==> config.mk <==
export PLATFORM = sky130hd
export DESIGN_NAME = branch_resolve
export DESIGN_NICKNAME = d
export VERILOG_FILES = /design/src/rtl/branch_resolve_pkg.sv /design/src/rtl/branch_resolve_br_compare.sv /design/src/rtl/branch_resolve.sv
export SDC_FILE = /design/constraint.sdc
export NUM_CORES = 1
export LEC_CHECK = 0
export ABC_AREA = 1
export BUFFER_PORTS_ARGS = -buffer_cell sky130_fd_sc_hd__buf_2
export CORE_AREA = 2 2 156 82
export DETAILED_ROUTE_END_ITERATION = 10
export DIE_AREA = 0 0 158 84
export PLACE_DENSITY_LB_ADDON = 0.12
export SLEW_MARGIN = 20
export SYNTH_ARGS = -nofsm -noshare
export SYNTH_HDL_FRONTEND = slang
export SYNTH_SLANG_ARGS = --single-unit
==> constraint.sdc <==
create_clock -name clk -period 2.8 [get_ports clk]
set_clock_uncertainty 0.15 [all_clocks]
set_input_delay 0.42 -clock clk [delete_from_list [all_inputs] [get_ports clk]]
set_output_delay 0.42 -clock clk [all_outputs]
set_load 0.01 [all_outputs]
==> src/rtl/branch_resolve_pkg.sv <==
// Shared definitions for branch resolution: opcode encodings, FSM states, default widths.
// Latency: n/a (package only).
// Backpressure: n/a.
package branch_resolve_pkg;

    // Widths shared with the program counter block
    localparam int XLEN_DEF = 32;
    localparam int AW_DEF   = 10;

    // br_op encodings
    localparam logic [2:0] OP_BEQ  = 3'b000;
    localparam logic [2:0] OP_BNE  = 3'b001;
    localparam logic [2:0] OP_JAL  = 3'b010;
    localparam logic [2:0] OP_JALR = 3'b011;
    localparam logic [2:0] OP_BLT  = 3'b100;
    localparam logic [2:0] OP_BGE  = 3'b101;
    localparam logic [2:0] OP_BLTU = 3'b110;
    localparam logic [2:0] OP_BGEU = 3'b111;

    typedef enum logic [1:0] {
        ST_IDLE     = 2'd0,
        ST_REDIRECT = 2'd1,
        ST_FLUSH    = 2'd2
    } state_t;

    // Jumps that write a return address back to the register file
    function automatic logic is_link_op(input logic [2:0] op);
        return (op == OP_JAL) || (op == OP_JALR);
    endfunction

endpackage

==> src/rtl/branch_resolve_br_compare.sv <==
// Branch condition evaluation from opcode and the two source operands.
// Latency: purely combinational.
// Backpressure: none; result is valid whenever inputs are.
module branch_resolve_br_compare
    import branch_resolve_pkg::*;
#(
    parameter int XLEN = XLEN_DEF
) (
    input  logic [2:0]      i_op,
    input  logic [XLEN-1:0] i_rs1,
    input  logic [XLEN-1:0] i_rs2,
    output logic            o_taken
);

    logic w_eq;
    logic w_lt_s;
    logic w_lt_u;

    assign w_eq   = (i_rs1 == i_rs2);
    assign w_lt_s = ($signed(i_rs1) < $signed(i_rs2));
    assign w_lt_u = (i_rs1 < i_rs2);

    // Select the comparison the opcode asks for; jumps are unconditional
    always_comb begin
        o_taken = 1'b0;
        case (i_op)
            OP_BEQ:  o_taken = w_eq;
            OP_BNE:  o_taken = !w_eq;
            OP_JAL:  o_taken = 1'b1;
            OP_JALR: o_taken = 1'b1;
            OP_BLT:  o_taken = w_lt_s;
            OP_BGE:  o_taken = !w_lt_s;
            OP_BLTU: o_taken = w_lt_u;
            OP_BGEU: o_taken = !w_lt_u;
            default: o_taken = 1'b0;
        endcase
    end

endmodule

==> src/rtl/branch_resolve.sv <==
// Resolves branches/jumps: drives PC redirect, kills wrong-path decode, supplies link address.
// Latency: Jump/kill one cycle after the accepting edge; kill held FLUSH_CYCLES cycles.
// Backpressure: none; br_valid seen while redirecting/flushing is wrong-path and dropped.
module branch_resolve
    import branch_resolve_pkg::*;
#(
    parameter int XLEN         = XLEN_DEF,
    parameter int AW           = AW_DEF,
    parameter int FLUSH_CYCLES = 2,
    parameter int CNT_W        = 16
) (
    input  logic             clk,
    input  logic             Reset_n,
    input  logic             br_valid,
    input  logic [2:0]       br_op,
    input  logic [AW-1:0]    br_pc,
    input  logic [XLEN-1:0]  rs1_val,
    input  logic [XLEN-1:0]  rs2_val,
    input  logic [11:0]      imm,
    input  logic             stat_clr,
    output logic             Jump,
    output logic [AW-1:0]    JumpTo,
    output logic             kill,
    output logic             link_valid,
    output logic [AW-1:0]    link_addr,
    output logic [CNT_W-1:0] branch_cnt,
    output logic [CNT_W-1:0] taken_cnt
);

    // Flush counter counts down the kill cycles left after the redirect cycle
    localparam int FW = (FLUSH_CYCLES > 2) ? $clog2(FLUSH_CYCLES) : 1;
    localparam logic [FW-1:0] FLUSH_LOAD = (FLUSH_CYCLES > 1) ? FW'(FLUSH_CYCLES - 2) : '0;
    localparam logic [CNT_W-1:0] CNT_MAX = {CNT_W{1'b1}};

    state_t           r_state;
    logic [FW-1:0]    r_flush_cnt;
    logic             r_jump;
    logic [AW-1:0]    r_jump_to;
    logic             r_kill;
    logic             r_link_vld;
    logic [AW-1:0]    r_link_addr;
    logic [CNT_W-1:0] r_branch_cnt;
    logic [CNT_W-1:0] r_taken_cnt;

    logic             w_taken;
    logic             w_accept;
    logic [AW-1:0]    w_imm_aw;
    logic [AW-1:0]    w_base;
    logic [AW-1:0]    w_target;
    logic [AW-1:0]    w_link;

    branch_resolve_br_compare #(
        .XLEN (XLEN)
    ) u_br_compare (
        .i_op    (br_op),
        .i_rs1   (rs1_val),
        .i_rs2   (rs2_val),
        .o_taken (w_taken)
    );

    // Only the idle state can take a new instruction; everything else is wrong-path
    assign w_accept = br_valid && (r_state == ST_IDLE);

    // Offset is sign-extended then truncated, so all target sums wrap modulo 2^AW
    assign w_imm_aw = AW'($signed(imm));
    assign w_base   = (br_op == OP_JALR) ? rs1_val[AW-1:0] : br_pc;
    assign w_target = w_base + w_imm_aw;
    assign w_link   = br_pc + AW'(1);

    // Redirect/flush sequencer with all control outputs registered
    always_ff @(posedge clk or negedge Reset_n) begin
        if (!Reset_n) begin
            r_state     <= ST_IDLE;
            r_flush_cnt <= '0;
            r_jump      <= 1'b0;
            r_jump_to   <= '0;
            r_kill      <= 1'b0;
            r_link_vld  <= 1'b0;
            r_link_addr <= '0;
        end else begin
            r_jump     <= 1'b0;
            r_link_vld <= 1'b0;
            case (r_state)
                ST_IDLE: begin
                    if (w_accept && w_taken) begin
                        r_state   <= ST_REDIRECT;
                        r_jump    <= 1'b1;
                        r_jump_to <= w_target;
                        r_kill    <= 1'b1;
                        if (is_link_op(br_op)) begin
                            r_link_vld  <= 1'b1;
                            r_link_addr <= w_link;
                        end
                    end
                end
                ST_REDIRECT: begin
                    if (FLUSH_CYCLES == 1) begin
                        r_state <= ST_IDLE;
                        r_kill  <= 1'b0;
                    end else begin
                        r_flush_cnt <= FLUSH_LOAD;
                        r_state     <= ST_FLUSH;
                    end
                end
                ST_FLUSH: begin
                    if (r_flush_cnt == '0) begin
                        r_state <= ST_IDLE;
                        r_kill  <= 1'b0;
                    end else begin
                        r_flush_cnt <= r_flush_cnt - FW'(1);
                    end
                end
                default: begin
                    r_state <= ST_IDLE;
                    r_kill  <= 1'b0;
                end
            endcase
        end
    end

    // Saturating statistics; clear wins over a same-cycle increment
    always_ff @(posedge clk or negedge Reset_n) begin
        if (!Reset_n) begin
            r_branch_cnt <= '0;
            r_taken_cnt  <= '0;
        end else if (stat_clr) begin
            r_branch_cnt <= '0;
            r_taken_cnt  <= '0;
        end else if (w_accept) begin
            if (r_branch_cnt != CNT_MAX) begin
                r_branch_cnt <= r_branch_cnt + CNT_W'(1);
            end
            if (w_taken && (r_taken_cnt != CNT_MAX)) begin
                r_taken_cnt <= r_taken_cnt + CNT_W'(1);
            end
        end
    end

    assign Jump       = r_jump;
    assign JumpTo     = r_jump_to;
    assign kill       = r_kill;
    assign link_valid = r_link_vld;
    assign link_addr  = r_link_addr;
    assign branch_cnt = r_branch_cnt;
    assign taken_cnt  = r_taken_cnt;

endmodule

# == After elaboration in Yosys (flattened, before gate mapping) ==
# Index checks and enable logic that the tools add are counted.
# word_totals
register_bits,58
latchBits,0
ram_bits,0
romBits,0
input_bits,93
out_inout_bits,55
word_cells,72
n_memories,0
# op_classes
n_addsub,5
mul,0
n_div,0
order_cmp,2
eq_ne,14
shift,0
mux,21
n_bitwise,1
reduce_logical,20
# op_table
op,n
16-bit two-way mux,6
32-bit less-than comparator,2
"16-bit by 1-bit adder with 16-bit output, second input constant",2
32-bit == test,1
"16-bit != test, second input constant",2
"3-bit == test, second input constant",4
"10-bit by 1-bit adder with 10-bit output, second input constant",1
10-bit adder,1
10-bit two-way mux,1
1-bit two-way mux,8
2-bit AND reduction,4
2-bit nonzero test,4
1-bit one-hot mux with 7 select lines,1
"3-bit by 2-bit == test with 1-bit output, second input constant",2
2-bit one-hot mux with 3 select lines,1
3-bit AND reduction,2
2-bit two-way mux,2
"3-bit by 1-bit == test with 1-bit output, second input constant",1
1-bit logical AND,3
1-bit zero test,3
3-bit zero test,1
1-bit one-hot mux with 3 select lines,1
"2-bit by 1-bit == test with 1-bit output, second input constant",1
"2-bit == test, second input constant",1
8 further kinds,8

# == Longest topological paths before layout ==
# Gate-level depths: netlist (run 1).
# logic_depth
depth_word,7
ltp_mapped,21
mapped_depth_nobuf,20

# == Hierarchy ==
# From an unflattened synthesis (run 1), not the netlist that was laid out.
# unflattened
cells_unflattened,698
hier_area_um2,4825.9
# modules_own_cells
module,n_inst,cells_per_inst,area_per_inst_um2
branch_resolve,1,531,3808.7
branch_resolve_br_compare,1,167,1017.2

# == Worst setup path after synthesis (run 1) ==
# No wires, ideal clock.
# synth_path
kind,in2reg
startpoint,in br_op[1]
endpoint,"reg r_jump_to[8], in the netlist JumpTo[8]"
setup_ps,128
arrival_time_ps,2748
t_required_ps,2522
slack_ps,-225
stages,17
cell_sequence,inv_1 nor2_1 nand2_1 clkbuf_1 o21ai_0 ha_1 fa_1 nand3_1 nand2_1 a21o_1 a21oi_1 nor2_1 nor2_1 nor2_1 nor2_1 xor2_1 o21ai_0
# synth_between
elab_chain_len,5
elab_cells_between_ends,14
classes_between,add/sub: 1; eq/ne: 7; mux: 2; reduce/logical: 4
# synth_lines
item,line_no,text
from (decl),branch_resolve.sv:15,"input logic [2:0] br_op,"
"parallel branches: the longest is 5 deep, another holds 10-bit adder",--,
to (signal assigned),branch_resolve.sv:88,r_jump_to <= w_target;
to (decl),branch_resolve.sv:38,logic [AW-1:0] r_jump_to;
# Parallel ways; which one is timed is not known.
# A chain may end at the register's enable or synchronous reset.

# == Final worst setup path (run 1) ==
# Ends and elaborated chain as after synthesis.

==> impl_metrics.ini, run 1 <==
[synth]
yosys.area.top_type = dfrtp_1
synth_seq_cells = 57
ys.flop_type = dfrtp_1
syn_nets = 721
synthTopCellsByCount = 145 x nand2_1, 79 x inv_1, 61 x nor2_1, 57 x dfrtp_1, 44 x ha_1
ys_top_cells_by_area = dfrtp_1 33%, ha_1 13%, nand2_1 13%
ys_async_sr_fraction_pct = 100
ys_seq_area_share_pct = 33.3
syn_inst = 583
synth_top_area_share_pct = 33.3
yosys_warnings = 0
ys_types = 37
netlist_area_mm2 = 0.00428
avgSynthCellArea_um2 = 7.34
synth_most_common_cell = nand2_1
synth_edf_count = 0

[critical_path]
critPathMaxFanout = 7
crit_top_cell = nor2_1
critPathTopFamily = simple AND/OR/NAND/NOR gates
critPathLaunchType = input port
endpoint_kind = flop
critPathRequiredTime_ns = 2.85
path_buf_inv = 2
arrival_ns = 2.65
crit_type = in -> reg
crit_chain = buf_2, inv_1, nor2_2, nand2_2, mux2_2, fa_2, nand3_1, nand2_1, a21o_1, a21oi_2, nor2_1, nor2_1, nor2_1, nor2_1, xor2_1, o21ai_0
cpMaxStageDelayCell = mux2_2
regToRegSetupSlack_ns = 0.34
slowest_delay_ns = 0.39

[power]
p_leak_nw = 3.16
peakVddDrop_v = 0.000286
powerDensity_mw_per_mm2 = 512

[drt]
drt-met1-wl_um = 6300
viasPerCell = 4.60
wl_per_cell_um = 12.8
vias = 4263
drtIter0Drc = 222
dr_wl_met2_um = 4660
ant_nets = 0
met3_length_um = 822
top_layer_used = met4
dr.pass1.iters = 4
drc = 0
wl_um = 11800

[place]
place.gp.congestion = 0.859
dp_hpwl_um = 9690
dp_cells = 909
portBuffers = 145
dpl_cell_area_mm2 = 0.00535

[layout]
ff_latch_area_mm2 = 0.00143
final_area_mm2 = 0.00567
fin_nets = 889
antenna_cells = 0
multi_input_area_mm2 = 0.00250
synthToLayoutAreaGrowth_pct = 32.4
drive_gt1_share_pct = 26.1
fillers = 1273
final_cells = 926

[floorplanning]
dieHeight_um = 84
die_w_um = 158
start_util_pct = 35.3
core_mm2 = 0.0121
dieArea_mm2 = 0.0133
placementRows = 29
io_pins = 148

[timing]
fin_setup_tns_ns = 0
setup-violations-final = 0
slew_viol_final = 0
min_period_ns = 2.60
maxSlewHeadroom_pct = 61.4
finalHoldViolations = 0
rsz0062_at_grt = false
tightest_slew_ns = 0.579
fin_crit_sh_pct = 92.9
max_freq_mhz = 384

[global_route]
grt_pass1_wl_um = 19900
track_usage_pct = 18.9
overflow = 0
grt_max_degree = 27
grt_pass1_vias = 4065
antenna_found_initial = 0

[run_status]
status = finished, final reports clean

[run]
cap_violations = 0

[worst_hold_path]
hold_path.class = in -> reg

[clock_tree]
cts_tree = built
path_clk_slew_ns = 0.05
clk_latency_ns = 0.32
cts_sinks = 57
cts_root_buf = clkbuf_16
cts_buffer_depth = 2
numCtsBuffers = 9
post-cts-setup-buffers = 0
h-tree-depth = 3
flip-flops by register name (all words and copies together), names as in the netlist:
name	flops
branch_cnt	16
JumpTo	10
link_addr	10
Jump	1
link_valid	1
kill	1
r_state	2
taken_cnt	16
cell families (layout without fill, tap and decap cells):
group	Yosys count	in the layout	synth area share (%)
AND/OR/NAND/NOR	280	280	28.2
buffers and inverters	91	264	8.48
AO/OA/AOI/OAI	82	82	10.7
flip-flops	57	57	33.3
adder cells (fa/ha/maj)	45	45	13.3
XOR/XNOR	24	24	4.91
multiplexers	4	4	1.02
final timing paths:
path	from	cells after the start	endpoint
min reg2reg	r_state[1]$_DFFE_PN0P_	1	r_state[1]$_DFFE_PN0P_
max	br_op[1]	16	JumpTo[8]$_DFFE_PN0P_
max in group asynchronous	Reset_n	3	link_addr[4]$_DFFE_PN0P_
min in group asynchronous	Reset_n	2	branch_cnt[4]$_DFFE_PN0P_
min	br_pc[0]	2	link_addr[0]$_DFFE_PN0P_
max reg2reg	taken_cnt[0]$_DFFE_PN0P_	12	taken_cnt[11]$_DFFE_PN0P_
report_power, final:
group / leakage, nW / internal (W) / total, W / switching [W]
Sequential: 0.759 / 0.000948 / 0.00102 / 0.0000761
Combinational: 2.25 / 0.000331 / 0.000761 / 0.000430
Clock: 0.153 / 0.000760 / 0.00112 / 0.000358
Total: 3.16 / 0.00204 / 0.00290 / 0.000864
area by class of cell:
cell class	instances	share of cell area [%]
Multi-Input combinational cell	435	44.2
Sequential cell	57	25.2
Timing Repair Buffer	168	16.1
Inverter	80	5.30
Clock buffer	14	4.84
Tap cell	170	3.75
Clock inverter	2	0.618
stage by stage:
step	worst slack [ns]	power, W	utilization [%]	hold slack [ns]
2_1_floorplan	0.0272	0.00144	-	-0.0256
4_1_cts	0.184	0.00294	46.7	0.186
3_3_place_gp	-0.0368	0.00179	44.1	0.290
5_1_grt	0.0326	0.00310	46.7	0.205
3_5_place_dp	-0.151	0.00180	44.1	0.296
6_report	0.198	0.00290	46.7	0.201
routing by layer:
metal / track usage, % / vias to the layer above
met5: 0 / -
met3: 4.83 / 8
met2: 26.2 / 118
met1: 29.3 / 1902
met4: 3.85 / 0
li1: - / 2235
repair_timing:
item	CTS	global route
hold buffers	1	0
endpoints found under the hold margin	21	0
resized for setup	0	0
worst register-to-register path, stage by stage, from the launching register on:
cell and delay [ns]:
dfrtp_1 0.42, ha_1 0.23, nand4_1 0.15, nor2_1 0.24, nand4_1 0.19, nor2_1 0.12, inv_1 0.09, nor2_1 0.13
nand4_1 0.16, nand3_4 0.16, nand2_4 0.14, nand2_1 0.12, nand2_1 0.05
placed cells by master (no fill, tap or decap), drive strengths merged, types with 18 or more instances in the layout:
master / netlist / routed
inv: 79 / 79
a21oi: 36 / 36
dfrtp: 57 / 57
xor2: 18 / 18
ha: 44 / 44
o21ai: 30 / 30
nand3: 41 / 41
nor2: 62 / 62
buf: 5 / 167
nand2: 146 / 146
Note: power is estimated with default switching activity, not from simulation.
==> run 2: changes to the inputs <==
--- a/config.mk
+++ b/config.mk
@@ -7,9 +7,9 @@
 export LEC_CHECK = 0
 export ABC_AREA = 1
 export BUFFER_PORTS_ARGS = -buffer_cell sky130_fd_sc_hd__buf_2
-export CORE_AREA = 2 2 156 82
+export CORE_AREA = 2 2 133 70
 export DETAILED_ROUTE_END_ITERATION = 10
-export DIE_AREA = 0 0 158 84
+export DIE_AREA = 0 0 135 72
 export PLACE_DENSITY_LB_ADDON = 0.12
 export SLEW_MARGIN = 20
 export SYNTH_ARGS = -nofsm -noshare
==> impl_metrics.ini, run 2 (synthesis results as in run 1) <==
[power]
peakVddDrop_v = 0.000342
p_leak_nw = 3.15
p_total_w = 0.00293
powerDensity_mw_per_mm2 = 524

[drt]
dr.pass1.iters = 4
ant_nets = 0
wl_per_cell_um = 11.7
drc = 0
drtIter0Drc = 128
vias = 4230
wl_um = 10200
viasPerCell = 4.86

[floorplanning]
dieHeight_um = 72
io_pins = 148
core_mm2 = 0.00853
dieArea_mm2 = 0.00972
placementRows = 24
die_w_um = 135
start_util_pct = 50.2

[global_route]
antenna_found_initial = 0
overflow = 0
use_met1_pct = 26.9
track_usage_pct = 22.1
busiest_layer = met2
grt_util_met3_pct = 6.92
grt_max_degree = 58
grt_pass1_vias = 3915
grt_pass1_wl_um = 17300
use_met2_pct = 38.6

[clock_tree]
cts_tree = built
clk_latency_ns = 0.32
h-tree-depth = 3
cts_buffer_depth = 2
cts_sinks = 57
cts_root_buf = clkbuf_16
path_clk_slew_ns = 0.05
numCtsBuffers = 9

[critical_path]
critPathCapture = JumpTo[7]$_DFFE_PN0P_
critPathMaxFanout = 5
critPathLaunchType = input port
slowest_delay_ns = 0.35
r2r_cells = 12
arrival_ns = 2.52
regToRegSetupSlack_ns = 0.49
endpoint_kind = flop
reg2reg_to = taken_cnt[13]$_DFFE_PN0P_
crit_chain = buf_2, inv_1, nor2_2, nand2_2, mux2_2, ha_1, a21o_1, nand3_1, nand2_1, a21oi_1, nor2_1, nor2_1, nor2_1, nor2_1, xor2_1, o21ai_0
cpMaxStageDelayCell = mux2_2
crit_start = br_op[1]
rr_startpoint = taken_cnt[0]$_DFFE_PN0P_
crit_type = in -> reg
crit_top_cell = nor2_1
critPathRequiredTime_ns = 2.86

[worst_hold_path]
holdPathStages = 2
hold_path.class = in -> reg

[timing]
min_period_ns = 2.47
tightest_slew_ns = 0.386
maxSlewHeadroom_pct = 74.0
fin_setup_tns_ns = 0
slew_viol_final = 0
finalHoldViolations = 0
max_freq_mhz = 405
fin_crit_sh_pct = 88.1
setup-violations-final = 0
hold-worst-slack_ns = 0.219
rsz0062_at_grt = false

[place]
portBuffers = 145
dp_hpwl_um = 8090
place.gp.congestion = 0.838

[run_status]
status = finished, final reports clean

[layout]
fin_nets = 886
layout_commonest_cell = buf_2
mostFrequentLayoutCells = 145 x buf_2, 144 x nand2_1, 79 x inv_1, 60 x nor2_1, 57 x dfrtp_1
synthToLayoutAreaGrowth_pct = 30.8
drive_gt1_share_pct = 26.0
antenna_cells = 0

[run]
cap_violations = 0
[run 2: final cells by class]
cell class	count	area, µm²
clock inverter	5	77.6
timing repair buffer	165	891
inverter	80	300
clock buffer	11	253
fill	769	2930
tap	117	146
sequential	57	1430
multi-input combinational	435	2500
[run 2: worst min-delay path by stage]
stage	end	slack (ns)	from
2_1_floorplan	Jump$_DFF_PN0_	-0.03	Reset_n
3_3_place_gp	r_state[1]$_DFFE_PN0P_	0.29	r_state[1]$_DFFE_PN0P_
3_5_place_dp	branch_cnt[5]$_DFFE_PN0P_	0.30	Reset_n
4_1_cts	link_addr[0]$_DFFE_PN0P_	0.21	br_pc[0]
5_1_grt	link_addr[0]$_DFFE_PN0P_	0.26	br_pc[0]
6_report	link_addr[0]$_DFFE_PN0P_	0.22	br_pc[0]
[run 2: timing repair]
item,in CTS,in global routing
gates resized for setup,0,0
hold buffers,1,0
setup buffers,0,0
endpoints found under the hold margin,57,0
[run 2: metal layers]
metal | share of wire (%) | up-vias
met5 | 0 | -
met4 | 1.4 | 0
met3 | 6.0 | 16
met2 | 46 | 110
met1 | 46 | 1866
li1 | - | 2238
[run 2: metrics by stage]
step           std cells  cell area, µm²  setup WS, ns  utilization, %
6_report             870            5600         0.333            65.6
5_1_grt              870            5600        0.0892            65.6
4_1_cts              870            5600         0.349            65.6
3_5_place_dp         853            5260        0.0210            61.6
3_3_place_gp         853            5260        0.0464            61.6
2_1_floorplan        583            4300        0.0272               -
[run 2: critical path: cells and delay by family]
kind	cells	cell delay, ns
xor gates and xnor gates	1	0.15
adders and majority gates	1	0.34
buffers and inverters	2	0.17
muxes	1	0.35
AOI/OAI and AO/OA	3	0.48
and+or+nand+nor	8	0.61
[run 2: where the power goes]
group / leakage (nW) / switching, W / total (W) / internal [W]
registers: 0.759 / 0.0000694 / 0.00102 / 0.000948
clock network: 0.162 / 0.000369 / 0.00119 / 0.000823
logic: 2.23 / 0.000399 / 0.000723 / 0.000325
==> run 3: changes to the inputs <==
--- a/config.mk
+++ b/config.mk
@@ -7,9 +7,9 @@
 export LEC_CHECK = 0
 export ABC_AREA = 1
 export BUFFER_PORTS_ARGS = -buffer_cell sky130_fd_sc_hd__buf_2
-export CORE_AREA = 2 2 133 70
+export CORE_AREA = 2 2 68 135
 export DETAILED_ROUTE_END_ITERATION = 10
-export DIE_AREA = 0 0 135 72
+export DIE_AREA = 0 0 70 137
 export PLACE_DENSITY_LB_ADDON = 0.12
 export SLEW_MARGIN = 20
 export SYNTH_ARGS = -nofsm -noshare
==> constraint.sdc (replaced) <==
create_clock -name clk -period 2.5 [get_ports clk]
set_clock_uncertainty 0.15 [all_clocks]
set_input_delay 0.375 -clock clk [delete_from_list [all_inputs] [get_ports clk]]
set_output_delay 0.375 -clock clk [all_outputs]
set_load 0.01 [all_outputs]
==> impl_metrics.ini, run 3 (synthesis results as in run 1) <==
[run_status]
status = finished, final reports clean

[floorplanning]
dieArea_mm2 = 0.00959
dieHeight_um = 137
core_mm2 = 0.00853
placementRows = 48
die_w_um = 70
start_util_pct = 50.2
io_pins = 148

[layout]
antenna_cells = 0
fillers = 740
layout_commonest_cell = buf_2
final_cells = 873
synthToLayoutAreaGrowth_pct = 35.4
drive_gt1_share_pct = 28.8
mostFrequentLayoutCells = 145 x buf_2, 142 x nand2_1, 78 x inv_1, 59 x nor2_1, 57 x dfrtp_1
fin_nets = 906

[drt]
viasPerCell = 5.19
drc = 0
wl_per_cell_um = 13.0
vias = 4527
wl_um = 11300
dr.pass1.iters = 4
drtIter0Drc = 250
ant_nets = 0

[timing]
tightest_slew_ns = 0.680
max_freq_mhz = 421
fin_setup_tns_ns = 0
fin_crit_sh_pct = 94.9
slew_viol_final = 0
rsz0062_at_grt = true
min_period_ns = 2.37
maxSlewHeadroom_pct = 54.7
finalHoldViolations = 0
setup-violations-final = 0

[clock_tree]
numCtsBuffers = 9
cts_buffer_depth = 2
h-tree-depth = 3
path_clk_slew_ns = 0.05
clk_latency_ns = 0.33
cts_sinks = 57
cts_tree = built
cts_root_buf = clkbuf_16

[global_route]
antenna_found_initial = 0
grt_pass1_wl_um = 18700
overflow = 0
track_usage_pct = 24.5
grt_max_degree = 32
grt_pass1_vias = 4430

[critical_path]
critPathLaunchType = input port
critPathMaxFanout = 8
arrival_ns = 2.44
crit_type = in -> reg
endpoint_kind = flop
critPathRequiredTime_ns = 2.56

[power]
p_leak_nw = 3.27
powerDensity_mw_per_mm2 = 577
peakVddDrop_v = 0.000432

[place]
dp_cells = 855
dp_hpwl_um = 9300
portBuffers = 145
place.gp.congestion = 0.878

[worst_hold_path]
hold_path.class = in -> reg

[run]
cap_violations = 0
==> run 3: cell types whose count changed in the layout (fill, tap and decap cells not counted), sizes merged <==
cell,before,now
inv,79,80
buf,164,184
clkinvlp,1,2
clkbuf,11,9
==> run 3: final timing paths <==
kind	startpoint	to	slack, ns	depth (start not counted)
worst max-delay path	br_op[1]	JumpTo[8]$_DFFE_PN0P_	0.13	16
worst min-delay path	br_pc[9]	link_addr[9]$_DFFE_PN0P_	0.21	4
worst max register to register	taken_cnt[0]$_DFFE_PN0P_	taken_cnt[4]$_DFFE_PN0P_	0.27	12
worst min register to register	r_state[1]$_DFFE_PN0P_	r_state[1]$_DFFE_PN0P_	0.30	1
max in group asynchronous	Reset_n	JumpTo[8]$_DFFE_PN0P_	1.13	3
min in group asynchronous	Reset_n	branch_cnt[2]$_DFFE_PN0P_	0.47	2
==> run 3: critical path, cell delays in order <==
cell     delay, ns
buf_2         0.12
inv_2         0.07
nor2_4        0.04
nand2_4       0.10
mux2_2        0.36
ha_1          0.34
nand3_2       0.10
nand2_2       0.05
a21o_1        0.19
a21oi_2       0.15
nor2_1        0.05
nor2_1        0.09
nor2_1        0.05
nor2_1        0.11
xor2_1        0.15
o21ai_1       0.07
==> run 3: per-layer routing <==
layer	global-route usage (%)	vias up	share of wire (%)
li1	-	2267	-
met1	23.1	2067	34
met2	47.0	149	56
met3	4.64	44	4.6
met4	16.2	0	5.5
met5	0	-	0
==> run 3: stage by stage <==
| stage | worst slack, ns | total power [W] | instance area (µm²) | hold slack [ns] | utilization, % |
|---|---|---|---|---|---|
| after global placement | -0.252 | 0.00203 | 5430 | 0.282 | 63.7 |
| after detailed placement | -0.302 | 0.00206 | 5430 | 0.294 | 63.7 |
| after CTS | 0.0358 | 0.00337 | 5760 | 0.202 | 67.6 |
| after floorplan | -0.209 | 0.00162 | 4320 | -0.0706 | - |
| after global routing | -0.0330 | 0.00354 | 5800 | 0.214 | 68.0 |
| final | 0.127 | 0.00334 | 5800 | 0.208 | 68.0 |
==> run 3: timing repair <==
item / CTS / global route
hold endpoints to repair: 26 / 0
setup endpoints to repair: 0 / 9
buffers inserted: 0 / 1
resized for setup: 0 / 6
hold buffers: 1 / 0
==> run 3: power by group <==
part,internal (W),total [W],switching [W]
registers,0.00106,0.00114,0.0000793
logic,0.000410,0.000902,0.000492
clock network,0.000870,0.00130,0.000431
==> run 3: cell type report <==
type	count	area (µm²)	share of cell area, %
inverter	80	300	5.18
clock buffer	9	225	3.89
timing repair buffer	185	1080	18.6
tap	100	125	2.16
multi-input combinational	435	2550	43.9
clock inverter	7	93.8	1.62
sequential	57	1430	24.6
